**src/rtl/big_core_cr_ctrl.sv**
```systemverilog
`default_nettype none
// ============================================================================
// big_core_cr_ctrl : core CR register block with synchronised/debounced inputs,
//                    W1C event flags, irq and cycle counter; debounce via
//                    MAFIA_CR_DEBOUNCE_EN.                        Rev 1.0
// ============================================================================
module big_core_cr_ctrl #(
   parameter int          NUM_SEG7   = 6,
   parameter int          LED_W      = 10,
   parameter int          SW_W       = 10,
   parameter int          NUM_BTN    = 2,
   parameter int          DEB_CYCLES = 50000,
   parameter logic [31:0] CR_BASE    = 32'h0
) (
   input  logic                    Clk,
   input  logic                    Rst,
   input  logic [31:0]             data,
   input  logic [31:0]             address,
   input  logic                    wren,
   input  logic                    rden,
   output logic [31:0]             q,
   input  logic [31:0]             address_b,
   output logic [31:0]             q_b,
   input  logic [NUM_BTN-1:0]      Button,
   input  logic [SW_W-1:0]         Switch,
   output logic [NUM_SEG7*8-1:0]   seg7_out,
   output logic [LED_W-1:0]        led_out,
   output logic                    irq
);

   localparam int          EV_W       = NUM_BTN + 1;
   localparam logic [31:0] c_A_LED    = CR_BASE + 32'h40;
   localparam logic [31:0] c_A_SWITCH = CR_BASE + 32'h44;
   localparam logic [31:0] c_A_BUTTON = CR_BASE + 32'h48;
   localparam logic [31:0] c_A_EVENT  = CR_BASE + 32'h4C;
   localparam logic [31:0] c_A_EV_EN  = CR_BASE + 32'h50;
   localparam logic [31:0] c_A_CYCLE  = CR_BASE + 32'h54;
   localparam logic [31:0] c_A_SCRAT  = CR_BASE + 32'h58;

   logic [7:0]         r_seg7 [NUM_SEG7];
   logic [LED_W-1:0]   r_led;
   logic [EV_W-1:0]    r_event;
   logic [EV_W-1:0]    r_event_en;
   logic [31:0]        r_cycle;
   logic [31:0]        r_scratch;

   logic [NUM_BTN-1:0] r_btn_s1, r_btn_s2, r_btn_dbp;
   logic [SW_W-1:0]    r_sw_s1, r_sw_s2, r_sw_dbp;
   logic [NUM_BTN-1:0] w_btn_db;
   logic [SW_W-1:0]    w_sw_db;

   logic [EV_W-1:0]    w_ev_set;
   logic [EV_W-1:0]    w_ev_clr;
   logic [31:0]        w_rd_q;
   logic [31:0]        w_rd_b;

   // Two-flop synchronisers, plus the previous debounced value for edge detection
   always_ff @(posedge Clk or negedge Rst) begin
      if (!Rst) begin
         r_btn_s1  <= '0;
         r_btn_s2  <= '0;
         r_btn_dbp <= '0;
         r_sw_s1   <= '0;
         r_sw_s2   <= '0;
         r_sw_dbp  <= '0;
      end else begin
         r_btn_s1  <= Button;
         r_btn_s2  <= r_btn_s1;
         r_btn_dbp <= w_btn_db;
         r_sw_s1   <= Switch;
         r_sw_s2   <= r_sw_s1;
         r_sw_dbp  <= w_sw_db;
      end
   end

`ifdef MAFIA_CR_DEBOUNCE_EN
   localparam int                CNT_W      = $clog2(DEB_CYCLES);
   localparam logic [CNT_W-1:0] c_CNT_LAST = CNT_W'(DEB_CYCLES - 1);

   logic [NUM_BTN-1:0] r_btn_db;
   logic [SW_W-1:0]    r_sw_db;
   logic [CNT_W-1:0]   r_sw_cnt;

   generate
      for (genvar gi = 0; gi < NUM_BTN; gi++) begin : g_btn_deb
         logic [CNT_W-1:0] r_cnt;
         always_ff @(posedge Clk or negedge Rst) begin
            if (!Rst) begin
               r_cnt        <= '0;
               r_btn_db[gi] <= 1'b0;
            end else if (r_btn_s2[gi] == r_btn_db[gi]) begin
               r_cnt <= '0;
            end else if (r_cnt == c_CNT_LAST) begin
               r_btn_db[gi] <= r_btn_s2[gi];
               r_cnt        <= '0;
            end else begin
               r_cnt <= r_cnt + CNT_W'(1);
            end
         end
      end
   endgenerate

   // The whole switch vector shares one counter
   always_ff @(posedge Clk or negedge Rst) begin
      if (!Rst) begin
         r_sw_cnt <= '0;
         r_sw_db  <= '0;
      end else if (r_sw_s2 == r_sw_db) begin
         r_sw_cnt <= '0;
      end else if (r_sw_cnt == c_CNT_LAST) begin
         r_sw_db  <= r_sw_s2;
         r_sw_cnt <= '0;
      end else begin
         r_sw_cnt <= r_sw_cnt + CNT_W'(1);
      end
   end

   assign w_btn_db = r_btn_db;
   assign w_sw_db  = r_sw_db;
`else
   assign w_btn_db = r_btn_s2;
   assign w_sw_db  = r_sw_s2;
`endif

   always_comb begin
      w_ev_set                = '0;
      w_ev_set[NUM_BTN-1:0]   = w_btn_db & ~r_btn_dbp & r_event_en[NUM_BTN-1:0];
      w_ev_set[NUM_BTN]       = (w_sw_db != r_sw_dbp) & r_event_en[NUM_BTN];
      w_ev_clr                = '0;
      if (wren && (address == c_A_EVENT)) begin
         w_ev_clr = data[NUM_BTN:0];
      end
   end

   always_ff @(posedge Clk or negedge Rst) begin
      if (!Rst) begin
         for (int i = 0; i < NUM_SEG7; i++) begin
            r_seg7[i] <= '0;
         end
         r_led      <= '0;
         r_event    <= '0;
         r_event_en <= '0;
         r_cycle    <= '0;
         r_scratch  <= '0;
      end else begin
         r_cycle <= r_cycle + 32'd1;
         // Set dominates a same-cycle clear
         r_event <= (r_event & ~w_ev_clr) | w_ev_set;
         if (wren) begin
            for (int i = 0; i < NUM_SEG7; i++) begin
               if (address == CR_BASE + 32'(4 * i)) begin
                  r_seg7[i] <= data[7:0];
               end
            end
            if (address == c_A_LED)   r_led      <= data[LED_W-1:0];
            if (address == c_A_EV_EN) r_event_en <= data[NUM_BTN:0];
            if (address == c_A_SCRAT) r_scratch  <= data;
         end
      end
   end

   function automatic logic [31:0] f_read(input logic [31:0] a);
      logic [31:0] v;
      v = '0;
      for (int i = 0; i < NUM_SEG7; i++) begin
         if (a == CR_BASE + 32'(4 * i)) v = {24'h0, r_seg7[i]};
      end
      if (a == c_A_LED)    v = 32'(r_led);
      if (a == c_A_SWITCH) v = 32'(w_sw_db);
      if (a == c_A_BUTTON) v = 32'(w_btn_db);
      if (a == c_A_EVENT)  v = 32'(r_event);
      if (a == c_A_EV_EN)  v = 32'(r_event_en);
      if (a == c_A_CYCLE)  v = r_cycle;
      if (a == c_A_SCRAT)  v = r_scratch;
      return v;
   endfunction

   always_comb begin
      w_rd_q = f_read(address);
      w_rd_b = f_read(address_b);
   end

   // Both ports sample pre-edge register state, so a same-edge write is not visible
   always_ff @(posedge Clk or negedge Rst) begin
      if (!Rst) begin
         q   <= '0;
         q_b <= '0;
      end else begin
         q   <= rden ? w_rd_q : 32'h0;
         q_b <= w_rd_b;
      end
   end

   generate
      for (genvar gs = 0; gs < NUM_SEG7; gs++) begin : g_seg7
         assign seg7_out[8*gs +: 8] = r_seg7[gs];
      end
   endgenerate

   assign led_out = r_led;
   assign irq     = |r_event;

endmodule
`default_nettype wire
```
**config.mk**
```make
export PLATFORM = sky130hd
export DESIGN_NAME = big_core_cr_ctrl
export DESIGN_NICKNAME = d
export VERILOG_FILES = /design/src/rtl/big_core_cr_ctrl.sv
export SDC_FILE = /design/constraint.sdc
export NUM_CORES = 1
export LEC_CHECK = 0
export ABC_CLOCK_PERIOD_IN_PS = 2500
export BUFFER_PORTS_ARGS = -buffer_cell sky130_fd_sc_hd__buf_2
export CAP_MARGIN = 5
export CORE_UTILIZATION = 35
export DETAILED_ROUTE_END_ITERATION = 10
export PLACE_DENSITY = 0.63
export SLEW_MARGIN = 20
export SYNTH_ARGS = -nofsm -noshare
export SYNTH_HDL_FRONTEND = slang
export SYNTH_SLANG_ARGS = --single-unit
```
**constraint.sdc**
```tcl
create_clock -name Clk -period 2.5 [get_ports Clk]
set_input_delay 0.125 -clock Clk [delete_from_list [all_inputs] [get_ports Clk]]
set_output_delay 0.125 -clock Clk [all_outputs]
set_load 0.1 [all_outputs]
```
# Word-level counts from Yosys, hierarchy flattened
# Cells that the tools add are included.
[classes]
n_addsub = 1
eq_ne = 25
mux = 28
bitwise_logic = 7
reduce_logical = 13
[ops]
columns = ["cell", "count"]
rows = [
  ["32-bit two-way mux", 22],
  ["32-bit by 7-bit == test with 1-bit output, second input constant", 14],
  ["32-bit by 4-bit == test with 1-bit output, second input constant", 4],
  ["32-bit by 5-bit == test with 1-bit output, second input constant", 4],
  ["32-bit by 3-bit == test with 1-bit output, second input constant", 2],
  ["32-bit zero test", 2],
  ["8-bit two-way mux", 5],
  ["32-bit by 1-bit adder with 32-bit output, second input constant", 1],
  ["2-bit AND reduction", 9],
  ["10-bit inequality test", 1],
  ["2-bit bitwise AND", 2],
  ["3-bit bitwise AND", 1],
  ["3-bit two-way mux", 1],
  ["3-bit NOT", 1],
  ["3-bit bitwise OR", 1],
  ["3-bit OR reduction", 1],
  ["2-bit NOT", 1],
  ["1-bit bitwise AND", 1],
  ["1-bit logical AND", 1],
]
[word_totals]
reg_bits = 228
in_bits = 112
output_inout_bits = 123
word_cells = 93

# Depth between registers and ports, before layout
[depth]
word_depth = 15
ltp_mapped = 9
mapped_depth_nobuf = 7

# Worst setup path after synthesis
# No wires, ideal clock.
[synth_path]
path_kind = "register -> register"
startpoint = "reg r_seg7, in the netlist seg7_out[30]"
endpoint = "reg q_b[6]"
setup_time_ps = 127
t_arrival_ps = 2178
path_slack_ps = 195
stages_incl_launch_ff = 6
n_path_buf = 0
synth_period_minus_slack_ps = 2305
path_cell_list = "dfrtp_1 mux4_2 a222oi_1 o21ai_0 a22o_1 a221o_1"
[synth_via]
elab_chain_len = 10
[synth_rtl]
columns = ["element", "line_no", "source"]
rows = [
  ["from (decl)", "40", "logic [7:0] r_seg7 [NUM_SEG7];"],
  ["from (signal, indexed assignment)", "152", "r_seg7[i] <= data[7:0];"],
  ["32-bit two-way mux (3 in a row)", "166", "if (a == CR_BASE + 32'(4 * i)) v = {24'h0, r_seg7[i]};"],
  ["32-bit two-way mux", "168", "if (a == c_A_LED) v = 32'(r_led);"],
  ["32-bit two-way mux", "169", "if (a == c_A_SWITCH) v = 32'(w_sw_db);"],
  ["32-bit two-way mux", "170", "if (a == c_A_BUTTON) v = 32'(w_btn_db);"],
  ["32-bit two-way mux", "171", "if (a == c_A_EVENT) v = 32'(r_event);"],
  ["32-bit two-way mux", "172", "if (a == c_A_EV_EN) v = 32'(r_event_en);"],
  ["32-bit two-way mux", "173", "if (a == c_A_CYCLE) v = r_cycle;"],
  ["32-bit two-way mux", "174", "if (a == c_A_SCRAT) v = r_scratch;"],
  ["named net w_rd_b[6]", "55", "logic [31:0] w_rd_b;"],
  ["to (signal assigned)", "190", "q_b <= w_rd_b;"],
  ["to (decl)", "23", "output logic [31:0] q_b,"],
]
# The timed path passes the listed nets, and every way through them passes these cells.
# A chain may end at the register's enable or synchronous reset.

# Worst setup path in the final report
[layout_path]
startpoint = "reg r_cycle[1]"
endpoint = "reg r_cycle[30]"
[layout_via]
elab_chain_len = 1
[layout_rtl]
columns = ["element", "line_no", "source"]
rows = [
  ["from (decl)", "44", "logic [31:0] r_cycle;"],
  ["from (signal assigned)", "146", "r_cycle <= r_cycle + 32'd1;"],
  ["32-bit by 1-bit adder with 32-bit output", "146", ""],
]
# Every way passes these cells.

==> metrics list <==
* Run status: finished clean
* Average wire per cell in the routed design: ~20 um
* Total non-filler cell area in the finished layout: between 0.01 and 0.015 mm2
- Count of input and output buffers: between 200 and 250
- For this run, design rule violations remaining after detail routing come to 0.
- The wire-length estimate of the detail-placed layout is roughly 22 mm.
- The largest single stage delay on the critical path is ~0.44 ns.
- Dominant synthesized flop cell: sky130_fd_sc_hd__dfrtp_1
- The post-route netlist has between 30% and 40% of its cells at a drive strength greater than 1.
* Worst slew margin relative to its limit: just under 60%
* Number of synthesized flops with an enable pin: 0
- Commonest non-fill, non-tap cells in the layout: 233 x sky130_fd_sc_hd__buf_2, 228 x sky130_fd_sc_hd__dfrtp_1, 72 x sky130_fd_sc_hd__nor2_1
* Worst IR Drop VDD: about 0.37 mV
- CP top delay family: simple AND/OR/NAND/NOR gates
- Core Box Area: between 0.02 and 0.03 mm2
* Total of fill cells in the finished design: 2613
- Library cell appearing most often on the critical path: sky130_fd_sc_hd__nor3_1
- The floorplan step defined a die boundary enclosing approximately 0.030 mm2.
- The floorplan step set the die width to approximately 170 um.
* Crit path DAT: between 2 and 3 ns
* Maximum net fanout on the critical path: 5
* Syn nets: 958
* Actual slew at the worst max-slew pin: between 0.6 and 0.7 ns
- Fin Clk Skew: 0.0269 ns
* H-tree depth reported by CTS: 1
- Vias in the first global route: just over 8000
- Remaining number of nets flagged by the antenna check after routing: 0
- For this run the aggregate overflow at the end of global routing stands at 0.
- Vias: 8346
* Max Clk Rate: 0.442 GHz
- Most common library cell in the layout ignoring fill and taps: sky130_fd_sc_hd__buf_2
- GRT Resource Usage Total: around a fifth
- The number of gates resized after CTS was 0.
- Maximum number of pins on one net before global-route repair: 83
- Crit. End Element: register
- Static leakage: roughly 0.0067 uW
- In the synthesized netlist the async set-or-reset flop fraction comes to 100%.
- Vertical die dimension: 172 um
- Starting utilization of the core area: a little over a third
* First-pass GRT wire length: about 47 mm
* Most area-hungry cell type in the Yosys netlist: sky130_fd_sc_hd__dfrtp_1
- Critical Path Source Type: register
- Required time reported for the critical path endpoint: a little under 3 ns
* CTS sink count: 228
- Count of boundary I/O pins: 235
* Antenna cell count: 0
- Setup repair after global routing missed its margin: false
* Share of the yosys chip area belonging to registers: between 50% and 60%
- The first routing iteration left between 600 and 700 violations.
- After synthesis, the mean cell area works out to approximately 12 um2.
* Warning count from the yosys run: 0
* Cell area reported after detailed placement: between 0.01 and 0.015 mm2
- Worst Path Buf+Inv: 1
- Routability-driven placement finished with a final weighted congestion of roughly 0.92.
- Synthesis handed over a netlist of between 800 and 900 instances.
- Post-synthesis to final-layout area growth: 30.7%
* Setup violation total in the final timing report: 0
* Final Cycle Share: 90.5%
* Clock root buffer: sky130_fd_sc_hd__clkbuf_16
- Top cells by area, synth: sky130_fd_sc_hd__dfrtp_1 56%, sky130_fd_sc_hd__mux2_2 7.4%, sky130_fd_sc_hd__mux2_4 4.4%
- After detailed routing, the number of vias per cell comes to roughly 5.4.
- Synthesis instantiated 56 different standard cells from the library.
* # Post-CTS Setup Buffers: 0
- Pwr Density: roughly 600 mW/mm2
- CTS clk-pin slew, worst paths: approximately 0.060 ns
* Crit Path Category: register to register
- Adding up every negative setup slack in the final design gives 0 ns.
- The number of antenna violations at the first check in global routing was 0.
* Cell area after synthesis: just over 0.01 mm2
* Worst path cell trace: ha_1, inv_1, nor3_1, nand4_1, or2_2, nor3_1, xor2_1
- The share of synthesized area in the top cell type comes to a little under three fifths.
- In the final design database the tool counted about 1300 nets.
- The min-delay analysis places its worst path in the category input pin to register.
* Latest clock arrival within the worst-skew pair: 0.54 ns
- The smallest clock period supported by the final layout is computed as between 2 and 2.5 ns.
* Register bit total from synthesis: 228
* Final wirelength: between 30 and 40 mm
- TritonCTS buffer count: 25
* CTS tree: built
* Max-cap violation count: 0
- The final max-slew violation count was 0.
- Before antenna repair, the detailed router went through 7 iterations.
- The final hold violation count came to 0.
- Cell Rows: 62
- The clock passes through at most 3 buffers.
- Cell with the largest stage delay on the worst path: sky130_fd_sc_hd__dfrtp_1
layout make-up:
class	instances	area, um2	share of cell area [%]
clock inverters	11	120	0.904
inverters	8	30.0	0.226
flip-flops and latches	228	5710	42.9
repair buffers	323	2010	15.1
well taps	384	480	3.62
clock buffers	34	719	5.41
multi-input cells	560	4230	31.8
per-stage QoR:
step / power [uW] / setup slack (ns) / hold slack [ns] / utilization (%) / std cells
2_1_floorplan: 3950 / 0.195 / -0.171 / - / 845
3_3_place_gp: 4210 / 0.195 / 0.160 / 42.0 / 1460
3_5_place_dp: 4210 / 0.137 / 0.165 / 42.0 / 1460
4_1_cts: 8000 / 0.185 / 0.0202 / 46.4 / 1548
5_1_grt: 8190 / 0.0680 / 0.0449 / 46.4 / 1548
6_report: 7920 / 0.238 / 0.0488 / 46.4 / 1548
timing repair:
item,CTS,global route
setup endpoints to repair,0,0
hold buffers,43,0
hold endpoints to repair,156,0
sequential cells by signal, indices dropped and copies added, names as in the netlist:
| register | flops |
|---|---|
| seg7_out | 48 |
| q | 32 |
| q_b | 32 |
| r_cycle | 32 |
| r_scratch | 32 |
| led_out | 10 |
| r_sw_dbp | 10 |
| r_sw_s1 | 10 |
| r_sw_s2 | 10 |
| r_event | 3 |
| r_event_en | 3 |
| r_btn_dbp | 2 |
| r_btn_s1 | 2 |
| r_btn_s2 | 2 |
logic make-up after synthesis:
family / Yosys count / share of synthesized area [%]
AOI/OAI and AO/OA: 171 / 12.3
xor gates and xnor gates: 40 / 3.44
adders and majority gates: 1 / 0.123
buffers and inverters: 57 / 2.40
DFF: 228 / 56.1
muxes: 111 / 14.0
and+or+nand+nor: 237 / 11.7
worst reg2reg max path, delay by kind of cell, from the launching register on:
| kind | cells | cell delay [ns] |
|---|---|---|
| xor gates and xnor gates | 1 | 0.18 |
| adders and majority gates | 1 | 0.25 |
| buffers and inverters | 1 | 0.09 |
| DFF | 1 | 0.44 |
| and+or+nand+nor | 4 | 1.20 |
where the power goes:
| group | leakage [uW] | internal (uW) | switching [uW] |
|---|---|---|---|
| combinational | 0.00317 | 183 | 273 |
| sequential | 0.00308 | 3720 | 25.6 |
| clock | 0.000408 | 2220 | 1500 |
routing by layer:
| metal | vias up | routed length, um | GRT usage (%) |
|---|---|---|---|
| met5 | - | 0 | 0 |
| met4 | 0 | 809 | 6.31 |
| met3 | 53 | 2440 | 3.75 |
| met2 | 436 | 14500 | 34.0 |
| met1 | 4133 | 13100 | 27.7 |
| li1 | 3724 | - | - |
worst paths after layout:
path	from	depth (start not counted)	to	slack [ns]
worst max-delay path	r_cycle[1]$_DFF_PN0_	7	r_cycle[30]$_DFF_PN0_	0.24
max in group asynchronous	Rst	3	q_b[5]$_DFF_PN0_	1.45
worst min-delay path	data[2]	2	r_event_en[2]$_DFFE_PN0P_	0.05
worst max register to register	r_cycle[1]$_DFF_PN0_	7	r_cycle[30]$_DFF_PN0_	0.24
worst min register to register	r_sw_s1[5]$_DFF_PN0_	0	r_sw_s2[5]$_DFF_PN0_	0.35
min in group asynchronous	Rst	2	q_b[18]$_DFF_PN0_	0.18
cells in the mapped netlist, types with 4 or more instances:
cell type,count
sky130_fd_sc_hd__dfrtp_1,228
sky130_fd_sc_hd__nor2_1,72
sky130_fd_sc_hd__mux2_2,67
sky130_fd_sc_hd__a22oi_1,38
sky130_fd_sc_hd__nand2_1,36
sky130_fd_sc_hd__clkbuf_1,34
sky130_fd_sc_hd__nand3_1,31
sky130_fd_sc_hd__mux2_4,30
sky130_fd_sc_hd__a21oi_1,29
sky130_fd_sc_hd__a22o_1,25
sky130_fd_sc_hd__xnor2_1,20
sky130_fd_sc_hd__xor2_1,20
sky130_fd_sc_hd__o21ai_0,17
sky130_fd_sc_hd__nor4_1,15
sky130_fd_sc_hd__nor3_1,14
sky130_fd_sc_hd__nand4_1,12
sky130_fd_sc_hd__o22ai_1,12
sky130_fd_sc_hd__and3_1,11
sky130_fd_sc_hd__nor2b_1,11
sky130_fd_sc_hd__a32oi_1,10
sky130_fd_sc_hd__nand2b_1,8
sky130_fd_sc_hd__inv_1,7
sky130_fd_sc_hd__o221ai_1,7
sky130_fd_sc_hd__a211oi_1,6
sky130_fd_sc_hd__a222oi_1,6
sky130_fd_sc_hd__buf_1,6
sky130_fd_sc_hd__buf_2,6
sky130_fd_sc_hd__mux4_2,6
sky130_fd_sc_hd__and2_1,5
sky130_fd_sc_hd__mux2i_1,5
sky130_fd_sc_hd__a221o_1,4
sky130_fd_sc_hd__and4_1,4
sky130_fd_sc_hd__o211ai_1,4
sky130_fd_sc_hd__or3_1,4
(Power assumes the default switching activity.)
